`config.mk`:
```
export PLATFORM = sky130hd
export DESIGN_NAME = deglitcher_sync
export DESIGN_NICKNAME = d
export VERILOG_FILES = /design/src/rtl/deglitcher_sync.sv
export SDC_FILE = /design/constraint.sdc
export NUM_CORES = 1
export LEC_CHECK = 0
export CAP_MARGIN = 20
export CORE_ASPECT_RATIO = 0.9
export CORE_MARGIN = 1
export CORE_UTILIZATION = 27
export DETAILED_ROUTE_END_ITERATION = 16
export GPL_ROUTABILITY_DRIVEN = 0
export SYNTH_ARGS = -nofsm -noshare
export SYNTH_HDL_FRONTEND = slang
export SYNTH_SLANG_ARGS = --single-unit
```
`constraint.sdc`:
```
create_clock -name Clk -period 4.79 [get_ports Clk]
set_input_delay 0.7185 -clock Clk [delete_from_list [all_inputs] [get_ports Clk]]
set_output_delay 0.7185 -clock Clk [all_outputs]
set_load 0.02 [all_outputs]
```
`src/rtl/deglitcher_sync.sv`:
```
`default_nettype none
// ============================================================================
//  Module      : deglitcher_sync
//  Description : Clocked multi-channel deglitcher. Each channel has an input
//                synchroniser and a small FSM that accepts an edge only after
//                FilterLen agreeing samples. The rise and fall directions can
//                each be filtered or passed straight through. Per-channel
//                edge strobes and a shared saturating glitch counter are
//                also provided.
//  Revision    : 1.0 - initial release
// ============================================================================
module deglitcher_sync #(
    parameter int N_CH        = 8,
    parameter int CNT_W       = 5,
    parameter int SYNC_STAGES = 2,
    parameter int GLITCH_W    = 8
) (
    input  logic                Clk,
    input  logic                Reset,
    input  logic                Enable,
    input  logic [1:0]          Mode,
    input  logic [CNT_W-1:0]    FilterLen,
    input  logic [N_CH-1:0]     In,
    output logic [N_CH-1:0]     Out,
    output logic [N_CH-1:0]     RiseStb,
    output logic [N_CH-1:0]     FallStb,
    output logic [GLITCH_W-1:0] GlitchCnt,
    input  logic                GlitchClr
);

    // Per-channel filter states; S_HI and Q_LO both drive the output high.
    typedef enum logic [1:0] {
        S_LO = 2'd0,
        Q_HI = 2'd1,
        S_HI = 2'd2,
        Q_LO = 2'd3
    } state_t;

    localparam logic [1:0] C_MODE_RISE   = 2'b00;
    localparam logic [1:0] C_MODE_FALL   = 2'b01;
    localparam logic [1:0] C_MODE_BOTH   = 2'b10;
    localparam logic [1:0] C_MODE_BYPASS = 2'b11;

    localparam logic [CNT_W-1:0] C_CNT_ONE = {{(CNT_W-1){1'b0}}, 1'b1};
    localparam logic [CNT_W:0]   C_INC_ONE = {{CNT_W{1'b0}}, 1'b1};

    // The popcount of one cycle's events may exceed the counter width when
    // GLITCH_W is small, so the sum is formed wide enough for either operand.
    localparam int PC_W  = $clog2(N_CH + 1);
    localparam int SUM_W = ((GLITCH_W > PC_W) ? GLITCH_W : PC_W) + 1;
    localparam logic [SUM_W-1:0] C_GMAX =
        {{(SUM_W-GLITCH_W){1'b0}}, {GLITCH_W{1'b1}}};

    logic [N_CH-1:0]     w_s;
    logic [N_CH-1:0]     w_glitch_vec;
    logic [CNT_W-1:0]    w_flen;
    logic                w_flen_le1;
    logic                w_rise_q;
    logic                w_fall_q;
    logic                w_bypass;
    logic [PC_W-1:0]     w_pc;
    logic [SUM_W-1:0]    w_gsum;
    logic [GLITCH_W-1:0] w_gcnt_nx;
    logic [GLITCH_W-1:0] r_gcnt;

    // ------------------------------------------------------------------
    // Input synchroniser (bypassed entirely when SYNC_STAGES is 0)
    // ------------------------------------------------------------------
    if (SYNC_STAGES > 0) begin : g_sync
        logic [N_CH-1:0] r_sync [SYNC_STAGES];

        // Shift the raw inputs through the synchroniser chain.
        always_ff @(posedge Clk) begin
            if (Reset) begin
                for (int k = 0; k < SYNC_STAGES; k++) begin
                    r_sync[k] <= '0;
                end
            end else begin
                r_sync[0] <= In;
                for (int k = 1; k < SYNC_STAGES; k++) begin
                    r_sync[k] <= r_sync[k-1];
                end
            end
        end

        assign w_s = r_sync[SYNC_STAGES-1];
    end else begin : g_nosync
        assign w_s = In;
    end

    // ------------------------------------------------------------------
    // Shared mode / length decode
    // ------------------------------------------------------------------
    assign w_flen     = (FilterLen == '0) ? C_CNT_ONE : FilterLen;
    assign w_flen_le1 = (w_flen == C_CNT_ONE);
    assign w_rise_q   = (Mode == C_MODE_RISE) || (Mode == C_MODE_BOTH);
    assign w_fall_q   = (Mode == C_MODE_FALL) || (Mode == C_MODE_BOTH);
    assign w_bypass   = (Mode == C_MODE_BYPASS);

    // ------------------------------------------------------------------
    // Per-channel filter FSM
    // ------------------------------------------------------------------
    for (genvar i = 0; i < N_CH; i++) begin : g_ch
        state_t           r_state;
        state_t           w_state_nx;
        logic [CNT_W-1:0] r_cnt;
        logic [CNT_W-1:0] w_cnt_nx;
        logic [CNT_W:0]   w_cnt_inc;
        logic             w_q_done;
        logic             w_glitch;
        logic             w_out_nx;
        logic             r_out;
        logic             r_rise;
        logic             r_fall;

        assign w_cnt_inc = {1'b0, r_cnt} + C_INC_ONE;
        assign w_q_done  = (w_cnt_inc >= {1'b0, w_flen});

        // Next-state, qualify counter and glitch-event decode.
        always_comb begin
            w_state_nx = r_state;
            w_cnt_nx   = r_cnt;
            w_glitch   = 1'b0;
            if (!Enable) begin
                w_state_nx = S_LO;
                w_cnt_nx   = '0;
            end else if (w_bypass) begin
                w_state_nx = w_s[i] ? S_HI : S_LO;
                w_cnt_nx   = '0;
            end else begin
                case (r_state)
                    S_LO: begin
                        if (w_s[i]) begin
                            if (!w_rise_q || w_flen_le1) begin
                                w_state_nx = S_HI;
                                w_cnt_nx   = '0;
                            end else begin
                                w_state_nx = Q_HI;
                                w_cnt_nx   = C_CNT_ONE;
                            end
                        end
                    end
                    Q_HI: begin
                        if (!w_s[i]) begin
                            w_state_nx = S_LO;
                            w_cnt_nx   = '0;
                            w_glitch   = 1'b1;
                        end else if (!w_rise_q || w_q_done) begin
                            w_state_nx = S_HI;
                            w_cnt_nx   = '0;
                        end else begin
                            w_cnt_nx   = w_cnt_inc[CNT_W-1:0];
                        end
                    end
                    S_HI: begin
                        if (!w_s[i]) begin
                            if (!w_fall_q || w_flen_le1) begin
                                w_state_nx = S_LO;
                                w_cnt_nx   = '0;
                            end else begin
                                w_state_nx = Q_LO;
                                w_cnt_nx   = C_CNT_ONE;
                            end
                        end
                    end
                    Q_LO: begin
                        if (w_s[i]) begin
                            w_state_nx = S_HI;
                            w_cnt_nx   = '0;
                            w_glitch   = 1'b1;
                        end else if (!w_fall_q || w_q_done) begin
                            w_state_nx = S_LO;
                            w_cnt_nx   = '0;
                        end else begin
                            w_cnt_nx   = w_cnt_inc[CNT_W-1:0];
                        end
                    end
                    default: begin
                        w_state_nx = S_LO;
                        w_cnt_nx   = '0;
                    end
                endcase
            end
        end

        assign w_out_nx = (w_state_nx == S_HI) || (w_state_nx == Q_LO);

        // State, counter, output and strobe registers; strobes are
        // suppressed while disabled so forcing Out low never emits FallStb.
        always_ff @(posedge Clk) begin
            if (Reset) begin
                r_state <= S_LO;
                r_cnt   <= '0;
                r_out   <= 1'b0;
                r_rise  <= 1'b0;
                r_fall  <= 1'b0;
            end else begin
                r_state <= w_state_nx;
                r_cnt   <= w_cnt_nx;
                r_out   <= w_out_nx;
                r_rise  <= Enable &  w_out_nx & ~r_out;
                r_fall  <= Enable & ~w_out_nx &  r_out;
            end
        end

        assign w_glitch_vec[i] = w_glitch;
        assign Out[i]          = r_out;
        assign RiseStb[i]      = r_rise;
        assign FallStb[i]      = r_fall;
    end

    // ------------------------------------------------------------------
    // Shared saturating glitch counter
    // ------------------------------------------------------------------

    // Count this cycle's glitch events across all channels.
    always_comb begin
        w_pc = '0;
        for (int k = 0; k < N_CH; k++) begin
            w_pc = w_pc + PC_W'(w_glitch_vec[k]);
        end
    end

    // A clear restarts from zero but still absorbs this cycle's events.
    always_comb begin
        w_gsum    = (GlitchClr ? '0 : SUM_W'(r_gcnt)) + SUM_W'(w_pc);
        w_gcnt_nx = (w_gsum > C_GMAX) ? {GLITCH_W{1'b1}} : w_gsum[GLITCH_W-1:0];
    end

    // Glitch counter register.
    always_ff @(posedge Clk) begin
        if (Reset) begin
            r_gcnt <= '0;
        end else begin
            r_gcnt <= w_gcnt_nx;
        end
    end

    assign GlitchCnt = r_gcnt;

endmodule
`default_nettype wire
```
==> results by group, run 1 <==
Run status
  • Status: completed

Synthesis
  • Syn Std Cell Area: ~0.0066 mm2
  • Synth area leaders: dfxtp_1 (32%), ha_1 (11%), a21oi_1 (4.3%), nor2b_1 (3.9%), nand2_1 (3.8%)
  • Ys Warns: 0
  • Flops & latches, synth: approximately 100
  • Post-synthesis mux area share: 0.6438%
  • Synth Instances: between 700 and 800
  • Post-synthesis sequential area ratio: about a third
  • Compound-Gate Fraction of Synth Area: between 20% and 30%
  • Synth cell types: slightly above 80
  • Ys flop type: dfxtp_1
  • Post-Synth XOR/XNOR Area: under 10%
  • EDFF count, synth: 0
  • Syn avg cell area: roughly 8.5 um2
  • Async set-or-reset flop fraction in the synthesized netlist: 0%
  • Main combinational cell family by area after synthesis: simple AND/OR/NAND/NOR gates
  • Yosys top cell area share: about a third
  • Post-synth top area cell: dfxtp_1
  • Adder-Cell Fraction of Synth Area: between 10% and 20%
  • Post-Synth Simple-Gate Area: 23.78%
  • Synth Net Count: roughly 860

Setup path
  • WP buf/inv: 5
  • Reg-to-reg startpoint: g_ch[3].r_state[1]$_SDFF_PP0_
  • Critical path class: input pin to register
  • Worst r2r path cells: 16
  • Crit. End Element: register
  • Crit path launch type: input pin
  • Worst Setup EP: GlitchCnt[6]$_SDFF_PP0_
  • Flop-to-flop setup slack: around 0.65 ns
  • Crit path max fanout: 6
  • Critical path, cell by cell: clkdlybuf4s50_1 > ha_1 > nor2b_1 > buf_4 > nand3_1 > fa_1 > fa_1 > inv_1 > fa_1 > fa_2 > inv_1 > fa_1 > nor2b_1 > o21ai_0 > nand2b_1 > buf_4 > a31oi_1 > nor4_1
  • Reg2reg end: GlitchCnt[6]$_SDFF_PP0_
  • CP delay by family, top: adder cells
  • Slowest stage delay, CP: between 0.5 and 0.6 ns
  • Worst path required time: around 5.1 ns
  • CP arrival: 4.80 ns
  • Slowest stage cell, crit path: fa_1
  • Levels on crit path: 18
  • CP startpoint: Mode[0]
  • Crit path top cell by count: fa_1

Final layout
  • Post-Layout Inst Area: approximately 0.0076 mm2
  • Fillers: between 2,000 and 2,500
  • Post-Layout Cell Count: approximately 1,100
  • Multi-input logic area: 0.004071 mm2
  • Final #Nets: between 800 and 900
  • Antenna diode count: 0
  • Share of layout cells above drive strength 1: 8.625%
  • Synthesis-to-layout area growth: 15.49%
  • Register area: between 0.002 and 0.0025 mm2

GRT
  • Vias in the first global route: slightly above 5,000
  • Global-route wire length before repair: 26,400 um
  • Overall fraction of global-route tracks in use: about an eighth
  • Initial antenna violation count: 1
  • Grt ovf: 0
  • Largest net degree at the start of global routing: 24

Floorplan
  • Total die area: ~0.025 mm2
  • Core Region: 0.02367 mm2
  • I/O pins: between 50 and 60
  • Die height: ~150 um
  • Die extent in x: 166.9 um
  • Initial Util: between 20% and 30%
  • Rows: between 50 and 60

STA
  • Fin. Hold Viols: 0
  • Slew @ Worst Pin: 0.7404 ns
  • Maximum clock frequency: between 0.2 and 0.25 GHz
  • Worst Skew: 0.01052 ns
  • Slew Limit Fails: 0
  • Crit path time final: approximately 4.5 ns
  • Slew margin rel.: ~50%
  • Tcrit/Tclk final: between 90 and 100%
  • Final setup violation count: 0
  • Setup ws final: around 0.25 ns

Job
  • Max-cap violations: 0

Worst hold path
  • Tightest Hold Check Type: register to register

Drt
  • Initial drt markers: about 280
  • DRC violations left: 0
  • Post-DR vias/cell: just over 5
  • Final WL: about 16,000 um
  • Via Count: about 5,600
  • Routed Antenna Nets: 0
  • WL/cell: ~15 um
  • Router iterations before antenna repair: 5

Clock network
  • Bufs on Longest Clock Path: 2
  • Worst skew pair latency: 0.36 ns
  • CTS buffer count: 9
  • Clk sinks: 104
  • CTS root buf: clkbuf_16
  • # H-tree levels: 3
  • Clk slew on worst S/H paths: 0.07 ns
  • CTS tree: yes

Place
  • Pre-CTS setup slack: -0.2275 ns
  • # placed instances: around 1,100
  • DP Area: 0.007286 mm2
  • IO Port Bufs: 50
  • Hpwl dp: approximately 12,000 um

Power
  • Peak supply drop: between 150 and 200 uV
  • Leak: 3.063 nW
  • Overall Power: approximately 1.9 mW
  • PwrDens: ~240 mW/mm2
==> worst min path at each step <==
| stage | cells after the start | from | to |
|---|---|---|---|
| 6_report | 1 | g_sync.r_sync[0][2]$_SDFF_PP0_ | g_sync.r_sync[0][10]$_SDFF_PP0_ |
| 4_1_cts | 1 | g_sync.r_sync[0][2]$_SDFF_PP0_ | g_sync.r_sync[0][10]$_SDFF_PP0_ |
| 2_1_floorplan | 1 | g_ch[4].r_out$_SDFF_PP0_ | g_ch[4].r_rise$_SDFF_PP0_ |
| 5_1_grt | 1 | g_sync.r_sync[0][2]$_SDFF_PP0_ | g_sync.r_sync[0][10]$_SDFF_PP0_ |
| 3_5_place_dp | 1 | g_sync.r_sync[0][2]$_SDFF_PP0_ | g_sync.r_sync[0][10]$_SDFF_PP0_ |
| 3_3_place_gp | 1 | g_sync.r_sync[0][2]$_SDFF_PP0_ | g_sync.r_sync[0][10]$_SDFF_PP0_ |
==> logic make-up (layout without fill, tap and decap cells) <==
kind of cell,count (synthesis),in the layout
compound gates,190,190
xor+xnor,29,29
fa+ha+maj,62,62
buf+inv,96,121
flops,104,104
mux,4,4
simple gates,290,290
==> where the power goes <==
group | switching [mW] | internal [mW]
sequential | 0.0152 | 0.877
clock | 0.347 | 0.422
combinational | 0.123 | 0.0828
==> sequential cells by signal (all words and copies together) (netlist names) <==
| signal | count |
|---|---|
| GlitchCnt | 8 |
| g_ch.r_out | 8 |
| g_sync.r_sync | 16 |
| g_ch.r_rise | 8 |
| g_ch.r_fall | 8 |
| g_ch.r_state | 16 |
| g_ch.r_cnt | 40 |
==> metal layers <==
layer | share of wire [%] | wire (um) | GRT usage [%] | up-vias
met3 | 5.2 | 854 | 2.655 | 24
met4 | 2.1 | 340 | 5.093 | 2
li1 | - | - | - | 2816
met5 | 0.10 | 17 | 0 | -
met1 | 50 | 8187 | 18.23 | 2591
met2 | 43 | 7029 | 20.61 | 138
==> Yosys cell counts (4+ instances only) <==
| master | number |
|---|---|
| o21a_1 | 4 |
| o21ai_1 | 8 |
| inv_1 | 32 |
| and3_1 | 15 |
| or3b_1 | 6 |
| or2_2 | 6 |
| a21o_1 | 9 |
| clkbuf_1 | 22 |
| xor2_1 | 7 |
| a22o_1 | 7 |
| a2bb2oi_1 | 4 |
| o32a_1 | 4 |
| buf_1 | 4 |
| nand2b_1 | 31 |
| xnor2_1 | 22 |
| nand2_1 | 67 |
| o211a_1 | 5 |
| dfxtp_1 | 104 |
| a31oi_1 | 8 |
| nand3_1 | 36 |
| nand4_1 | 8 |
| fa_1 | 5 |
| o311a_1 | 5 |
| buf_4 | 25 |
| nor4_1 | 6 |
| ha_1 | 57 |
| nor2_1 | 35 |
| a21oi_1 | 57 |
| o211ai_1 | 4 |
| and4_1 | 4 |
| o21ai_0 | 13 |
| nor3_1 | 16 |
| buf_2 | 11 |
| nor2b_1 | 41 |
| o22ai_1 | 11 |
==> timing repair <==
item	in CTS	in global routing
setup buffers	0	3
endpoints found under the hold margin	0	0
gates resized for setup	0	4
hold buffers	0	0
endpoints found under the setup margin	0	7
==> layout by cell type, fill, tap and decap left out, drive strengths merged, types with 4 or more instances in the layout <==
cell	Yosys	layout
nand2b	32	32
o311a	5	5
a22o	7	7
ha	57	57
nor3	16	16
and3	15	15
fa	5	5
o21ai	21	21
and4	4	4
nand2	67	67
nor2	36	36
o211ai	5	5
nor4	7	7
nor2b	41	41
a31oi	8	8
clkdlybuf4s50	0	50
a21o	9	9
nand3	36	36
a2bb2oi	4	4
clkbuf	24	10
xor2	7	7
inv	32	33
nand4	8	8
buf	40	23
o211a	5	5
a211oi	5	5
o22ai	11	11
dfxtp	104	104
o32a	4	4
xnor2	22	22
or3b	6	6
or2	7	7
a21oi	58	58
a221oi	5	5
o21a	4	4
==> final cells by class <==
type                            count  area share [%]
Multi-Input combinational cell    575           53.35
Sequential cell                   104           27.28
Timing Repair Buffer               73           8.821
Tap cell                          302           4.952
Clock buffer                       10           3.132
Inverter                           32           1.574
Clock inverter                      6          0.8854
==> metrics by stage <==
step                hold slack, ns    TNS [ns]  util (%)
CTS                         0.4399           0     32.07
floorplan                   0.4116           0         -
global route                0.4629  -0.0004250     32.23
detailed placement          0.4227      -1.261     30.78
global placement            0.4204     -0.8535     30.78
finish                      0.4372           0     32.23
==> worst register-to-register path, cell delays in order (launching register included) <==
cell and delay (ns):
dfxtp_1 0.46, nor2b_1 0.15, nor2_1 0.23, nand3_2 0.11, fa_1 0.53, fa_1 0.55
inv_1 0.05, fa_1 0.54, fa_2 0.22, inv_1 0.05, fa_1 0.38, nor2b_1 0.11
o21ai_0 0.08, nand2b_1 0.21, buf_4 0.16, a31oi_1 0.07, nor4_1 0.15
Note: power is estimated with default switching activity, not from simulation.
==> inputs of run 2 (changes only) <==
Settings changed: SKIP_LAST_GASP set to 1.
==> results of run 2 <==
The final DEF is identical to that of run 1; final timing and power are the same.
==> variant 1, RTL diff (settings of run 1) <==
Change the parameter `GLITCH_W` from 8 to 9.
--- a/src/rtl/deglitcher_sync.sv
+++ b/src/rtl/deglitcher_sync.sv
@@ -13,7 +13,7 @@
     parameter int N_CH        = 8,
     parameter int CNT_W       = 5,
     parameter int SYNC_STAGES = 2,
-    parameter int GLITCH_W    = 8
+    parameter int GLITCH_W    = 9
 ) (
     input  logic                Clk,
     input  logic                Reset,
Ports: changed (resized GlitchCnt); port bits go from 51 to 52. The function was not compared with the original's and may differ.
==> variant 1 against run 1 <==
Final area is 0.57% higher; clock skew rose by 7.4 ps; sequential share of layout area increased by 0.11 points; non-clock buffer count decreased by 7; first-iteration DRC count up 49%; synthesized area up 0.47%; power increased by 2.2%; sequential cell count grew 1; setup slack improved by 22 ps; hold slack better by 4.8 ps; via count increased by 1.6%; routed wire length rose by 5.4%; synthesized cell count decreased by 0.39%.
==> variant 1: results (changes against run 1) <==
- Peak Freq: 0.2215 GHz (+0.49%)
- Syn nets: 853 (-0.35%)
- GR Layer Usage met2: 22.75% (+2.1 points)
- Routed vias: 5659 (+1.6%)
- Antenna Cells: 0 (unchanged)
- Inverter count: 27 (-16%)
- Worst R2R Setup Slack: 610 ps (-40 ps)
- Ys async rst share: 0% (unchanged)
- Max layer used: met4
- CP arrival: 4740 ps (-60 ps)
- Nets: 873 (-0.34%)
- Crit path max fanout: 5 (-1)
- Input/output buffers: 51 (+2.0%)
- Max-slew headroom: 40.03% (-9.8 points)
- Non-clk buf share: 8.119% (-0.70 points)
- Post-Syn Area per Cell: 8.600 µm² (+0.86%)
- Run status: complete, no violations
- Detailed placer's ending HPWL: 12630 µm (+3.3%)
- Max clock buf depth: 2 (unchanged)
- Yosys cell types: 81 (unchanged)
- Skew-Pair Late Insertion Delay: 370 ps
- Final Skew: 17.96 ps (+7.441 ps)
- DP Area: 7335 µm² (+0.67%)
- M1 WL: 8141 µm (-0.56%)
- Met3 Wirelength: 901 µm (+5.5%)
- First-pass GRT wire length: 27730 µm (+5.0%)
- Pin count of the biggest net entering global routing: 29 (+21%)
- Grt met3 use: 2.760% (+0.11 points)
- Iter 0 DRT Violations: 411 (+49%)
- Vias in the first global route: 5258 (+4.2%)
- Drt wl/cell: 15.66 µm (+5.1%)
- R2R depth: 15 (-1)
- Total Routing Usage GR: 14.08% (+0.75 points)
- Worst stage delay on the critical path: 550 ps (about the same)
- Initial antenna violation count: 0 (-1)
- Clock-cell share of area: 4.043% (+0.026 points)
- Fillers: 2544 (+4.0%)
- Maximum vdd drop: 0.1606 mV (-8.1%)
- List of most frequent post-synthesis cells: dfxtp_1, ha_1, nand2_1
- Met1 Resource Use GR: 18.60% (+0.37 points)
- PD cells: 248.5 nW/µm² (+1.6%)
- Clock buf count: 10 (unchanged)
- Met2 routed WL: 7917 µm (+13%)
- Static Leak: 3.008 nW (-1.8%)
- Post-Route WL: 17310 µm (+5.4%)
- Bufs w/o clock: 66 (-9.6%)
- Layout cell share with drive strength beyond 1: 6.274% (-2.4 points)
- Register area share after synthesis: 31.66% (+0.15 points)
- Reg-to-reg startpoint: g_ch[1].r_state[1]
- Rows: 54 (+1.9%)
- Area of the multi-input gates: 4153 µm² (+2.0%)
- Placed insts: 1089 (+0.55%)
- Top post-synthesis cells by area: dfxtp_1, ha_1, a21oi_1
- Seq/total area: 27.39% (+0.11 points)
- Multi-In Gates: 583 (+1.4%)
- Worst slack, placed: -477.8 ps (-250.4 ps)
- #FFs+latches synth: 105 (+0.96%)
- Reg clk slew, reported paths: 70 ps (about the same)
## variant 1: cell count changes after synthesis, moves of 5 or more
| cell | change |
|---|---|
| nand2_1 | -11 |
| nor2b_1 | -9 |
| nand2b_1 | +8 |
| a211oi_1 | +7 |
| inv_1 | -6 |
| nor2_1 | +6 |
| o211ai_1 | +6 |
| o21ai_0 | -6 |
| a31oi_1 | +5 |
| nor4_1 | -5 |
| o22a_1 | +5 |
## variant 1: cells by family after synthesis
kind of cell	after synthesis	share of synthesized area (%)
xor+xnor	26	3.430
simple gates	282	23.20
compound gates	213	23.22
buf+inv	84	6.238
fa+ha+maj	62	12.25
flops	105	31.66
## variant 1: worst max-delay path, delay by kind of cell
family / cells / cell delay [ps]
simple gates: 4 / 520
fa+ha+maj: 6 / 2580
buf+inv: 3 / 570
compound gates: 3 / 350
## variant 1: power by group
| group | internal, W | switching, W |
|---|---|---|
| clock | 0.000426 | 0.000362 |
| combinational | 0.0000830 | 0.000134 |
| sequential | 0.000885 | 0.0000158 |
| total | 0.00139 | 0.000512 |
## variant 1: how the worst min path moves through the flow
| stage | start | to | slack [ps] |
|---|---|---|---|
| final | g_ch[4].r_out | g_ch[4].r_rise | 440 |
| after global routing | g_ch[7].r_out | g_ch[7].r_rise | 460 |
| after CTS | g_sync.r_sync[0][4] | g_sync.r_sync[0][12] | 440 |
| after detailed placement | g_sync.r_sync[0][4] | g_sync.r_sync[0][12] | 420 |
| after global placement | g_sync.r_sync[0][5] | g_sync.r_sync[0][13] | 420 |
| after floorplan | g_ch[7].r_out | g_ch[7].r_rise | 410 |
## variant 1: timing repair
item | in CTS | in global routing
gates resized for setup | 1 | 6
hold buffers | 0 | 0
setup endpoints to repair | 3 | 6
setup buffers | 0 | 0
pin swaps | 0 | 2
==> variant 2, RTL diff (settings of run 1) <==
Made on the original files. Put one more register stage on the output `Out`, with the module's reset. The value now appears one clock later. The other outputs are not delayed to match.
--- a/src/rtl/deglitcher_sync.sv
+++ b/src/rtl/deglitcher_sync.sv
@@ -51,6 +51,8 @@
     localparam logic [SUM_W-1:0] C_GMAX =
         {{(SUM_W-GLITCH_W){1'b0}}, {GLITCH_W{1'b1}}};
 
+    logic [N_CH-1:0] Out_d;
+
     logic [N_CH-1:0]     w_s;
     logic [N_CH-1:0]     w_glitch_vec;
     logic [CNT_W-1:0]    w_flen;
@@ -204,7 +206,7 @@
         end
 
         assign w_glitch_vec[i] = w_glitch;
-        assign Out[i]          = r_out;
+        assign Out_d[i]          = r_out;
         assign RiseStb[i]      = r_rise;
         assign FallStb[i]      = r_fall;
     end
@@ -238,5 +240,13 @@
 
     assign GlitchCnt = r_gcnt;
 
+    always_ff @(posedge Clk) begin
+        if (Reset) begin
+            Out <= '0;
+        end else begin
+            Out <= Out_d;
+        end
+    end
+
 endmodule
 `default_nettype wire
Check against the original RTL: not equivalent (Yosys sat finds a counterexample within 4 cycles, from zero or initial values and one cycle with Reset high).
==> variant 2 against run 1 <==
Largest power group unchanged; critical path depth fell by 1; routed wire length fell by 0.29%; synthesized area fell by 1.7%; sequential cell count rose by 8; global-route usage rose by 0.31 points; setup slack improved by 42 ps; largest cell class unchanged; critical path type unchanged; utilization rose by 0.31 points; final area barely moved; power rose by 4.0%.
==> variant 2: results (changes against run 1) <==
- Run status: complete, no violations
- Final hold violation count: 0 (unchanged)
- Post-Route WL: 16380 µm (-0.29%)
- Detailed placer's ending HPWL: 11790 µm (-3.6%)
- Ys async rst share: 0% (unchanged)
- Pin count of the biggest net entering global routing: 35 (+46%)
- CTS Buf Count: 9 (unchanged)
- Maximum vdd drop: 0.2236 mV (+28%)
- Net Sw Frac: 28.18% (+2.2 points)
- Vias/cell: 4.966 (-1.8%)
- CP arrival: 4800 ps (about the same)
- Final slew viol count: 0 (unchanged)
- Slowest CP cell: fa_1
- Register share of total power: 49.3% (+1.5 points)
- Vias in the first global route: 4999 (-0.89%)
- Least-Margin Pin Slew: 937.3 ps (+196.9 ps)
- Register area share after synthesis: 34.51% (+3.0 points)
- Peak Freq: 0.2225 GHz (+0.92%)
- Initial antenna violation count: 0 (-1)
- First-pass GRT wire length: 26360 µm (-0.13%)
- Worst hold slack: 435.5 ps (-1.669 ps)
- First-pass DRT Iterations: 5 (unchanged)
- Ys flop type: dfxtp_1
- Worst R2R Setup Slack: 560 ps (-90 ps)
- Registers with the most flip-flops: g_ch.r_cnt x40, g_ch.r_state x16, g_sync.r_sync x16
- Fillers: 2495 (+2.0%)
- Cell count of the worst hold path: 1 (unchanged)
- Root Buffer: clkbuf_16
- Static Leak: 3.040 nW (-0.75%)
- Critical Path Start: Enable
- YS warnings: 0 (unchanged)
- Max clock buf depth: 2 (unchanged)
- Reg-to-reg startpoint: g_sync.r_sync[0][8]
- HP Start: g_ch[2].r_out
- Final Skew: 4.790 ps (-5.729 ps)
- Reg clk slew, reported paths: 80 ps
- Iter 0 DRT Violations: 288 (+4.3%)
- Hold EP: g_ch[2].r_rise
- Yosys cell types: 64 (-21%)
- Crit path max fanout: 6 (unchanged)
- Skew-Pair Late Insertion Delay: 360 ps (about the same)
- End of the critical path: GlitchCnt[1]
- Hold Crit Class: flip-flop to flip-flop
- Input/output buffers: 50 (unchanged)
- H-tree levels: 3 (unchanged)
- Total Routing Usage GR: 13.64% (+0.31 points)
- Syn nets: 856 (unchanged)
- Power in sequential cells: 0.000957 W (+7.3%)
- Worst slack, placed: -434.9 ps (-207.5 ps)
- List of most frequent post-synthesis cells: dfxtp_1, nor2_1, ha_1
- Worst stage delay on the critical path: 560 ps
- R2R depth: 15 (-1)
- Antenna Cells: 0 (unchanged)
- Nets: 887 (+1.3%)
- Top post-synthesis cells by area: dfxtp_1, ha_1, nor2b_1
- Clock power share: 40.5% (-0.7 points)
- Layout cell share with drive strength beyond 1: 8.385% (-0.24 points)
## variant 2: what timing repair did
action | in CTS | in global routing
gates resized for setup | 1 | 13
setup buffers | 0 | 0
pin swaps | 1 | 6
endpoints found under the setup margin | 5 | 8
cloned | 0 | 0
## variant 2: worst max-delay path: cells and delay by family
family | cells | cell delay [ps]
adder cells (fa/ha/maj) | 5 | 2180
buffers and inverters | 6 | 940
AND/OR/NAND/NOR | 3 | 650
AO/OA/AOI/OAI | 3 | 310
## variant 2: logic make-up after synthesis
| logic type | Yosys count | share of synthesized area [%] |
|---|---|---|
| compound gates | 179 | 18.41 |
| simple gates | 321 | 25.79 |
| mux | 2 | 0.3082 |
| buf+inv | 78 | 5.624 |
| flops | 112 | 34.51 |
| xor+xnor | 21 | 2.831 |
| fa+ha+maj | 62 | 12.52 |
## variant 2: layer usage
| metal | vias to the layer above | routed length (µm) | global-route usage (%) |
|---|---|---|---|
| met5 | - | 0 | 0 |
| met4 | 0 | 215 | 3.318 |
| met3 | 14 | 941 | 3.447 |
| met2 | 125 | 7038 | 21.19 |
| met1 | 2580 | 8186 | 18.74 |
| li1 | 2808 | - | - |
## variant 2: cell type report
| type | count | area, µm² | share of cell area [%] |
|---|---|---|---|
| Inverter | 26 | 97.59 | 1.278 |
| Tap cell | 302 | 377.9 | 4.947 |
| Clock buffer | 9 | 225.2 | 2.948 |
| Timing Repair Buffer | 72 | 670.6 | 8.780 |
| Sequential cell | 112 | 2242 | 29.35 |
| Clock inverter | 7 | 86.33 | 1.130 |
| Multi-Input combinational cell | 585 | 3939 | 51.56 |
## variant 2: per-stage QoR
stage,utilization (%),area (µm²),std cells
after CTS,32.32,7586,1113
after global routing,32.54,7639,1113
final,32.54,7639,1113
after global placement,30.98,7272,1097
after floorplan,-,6496,775
after detailed placement,30.98,7272,1097
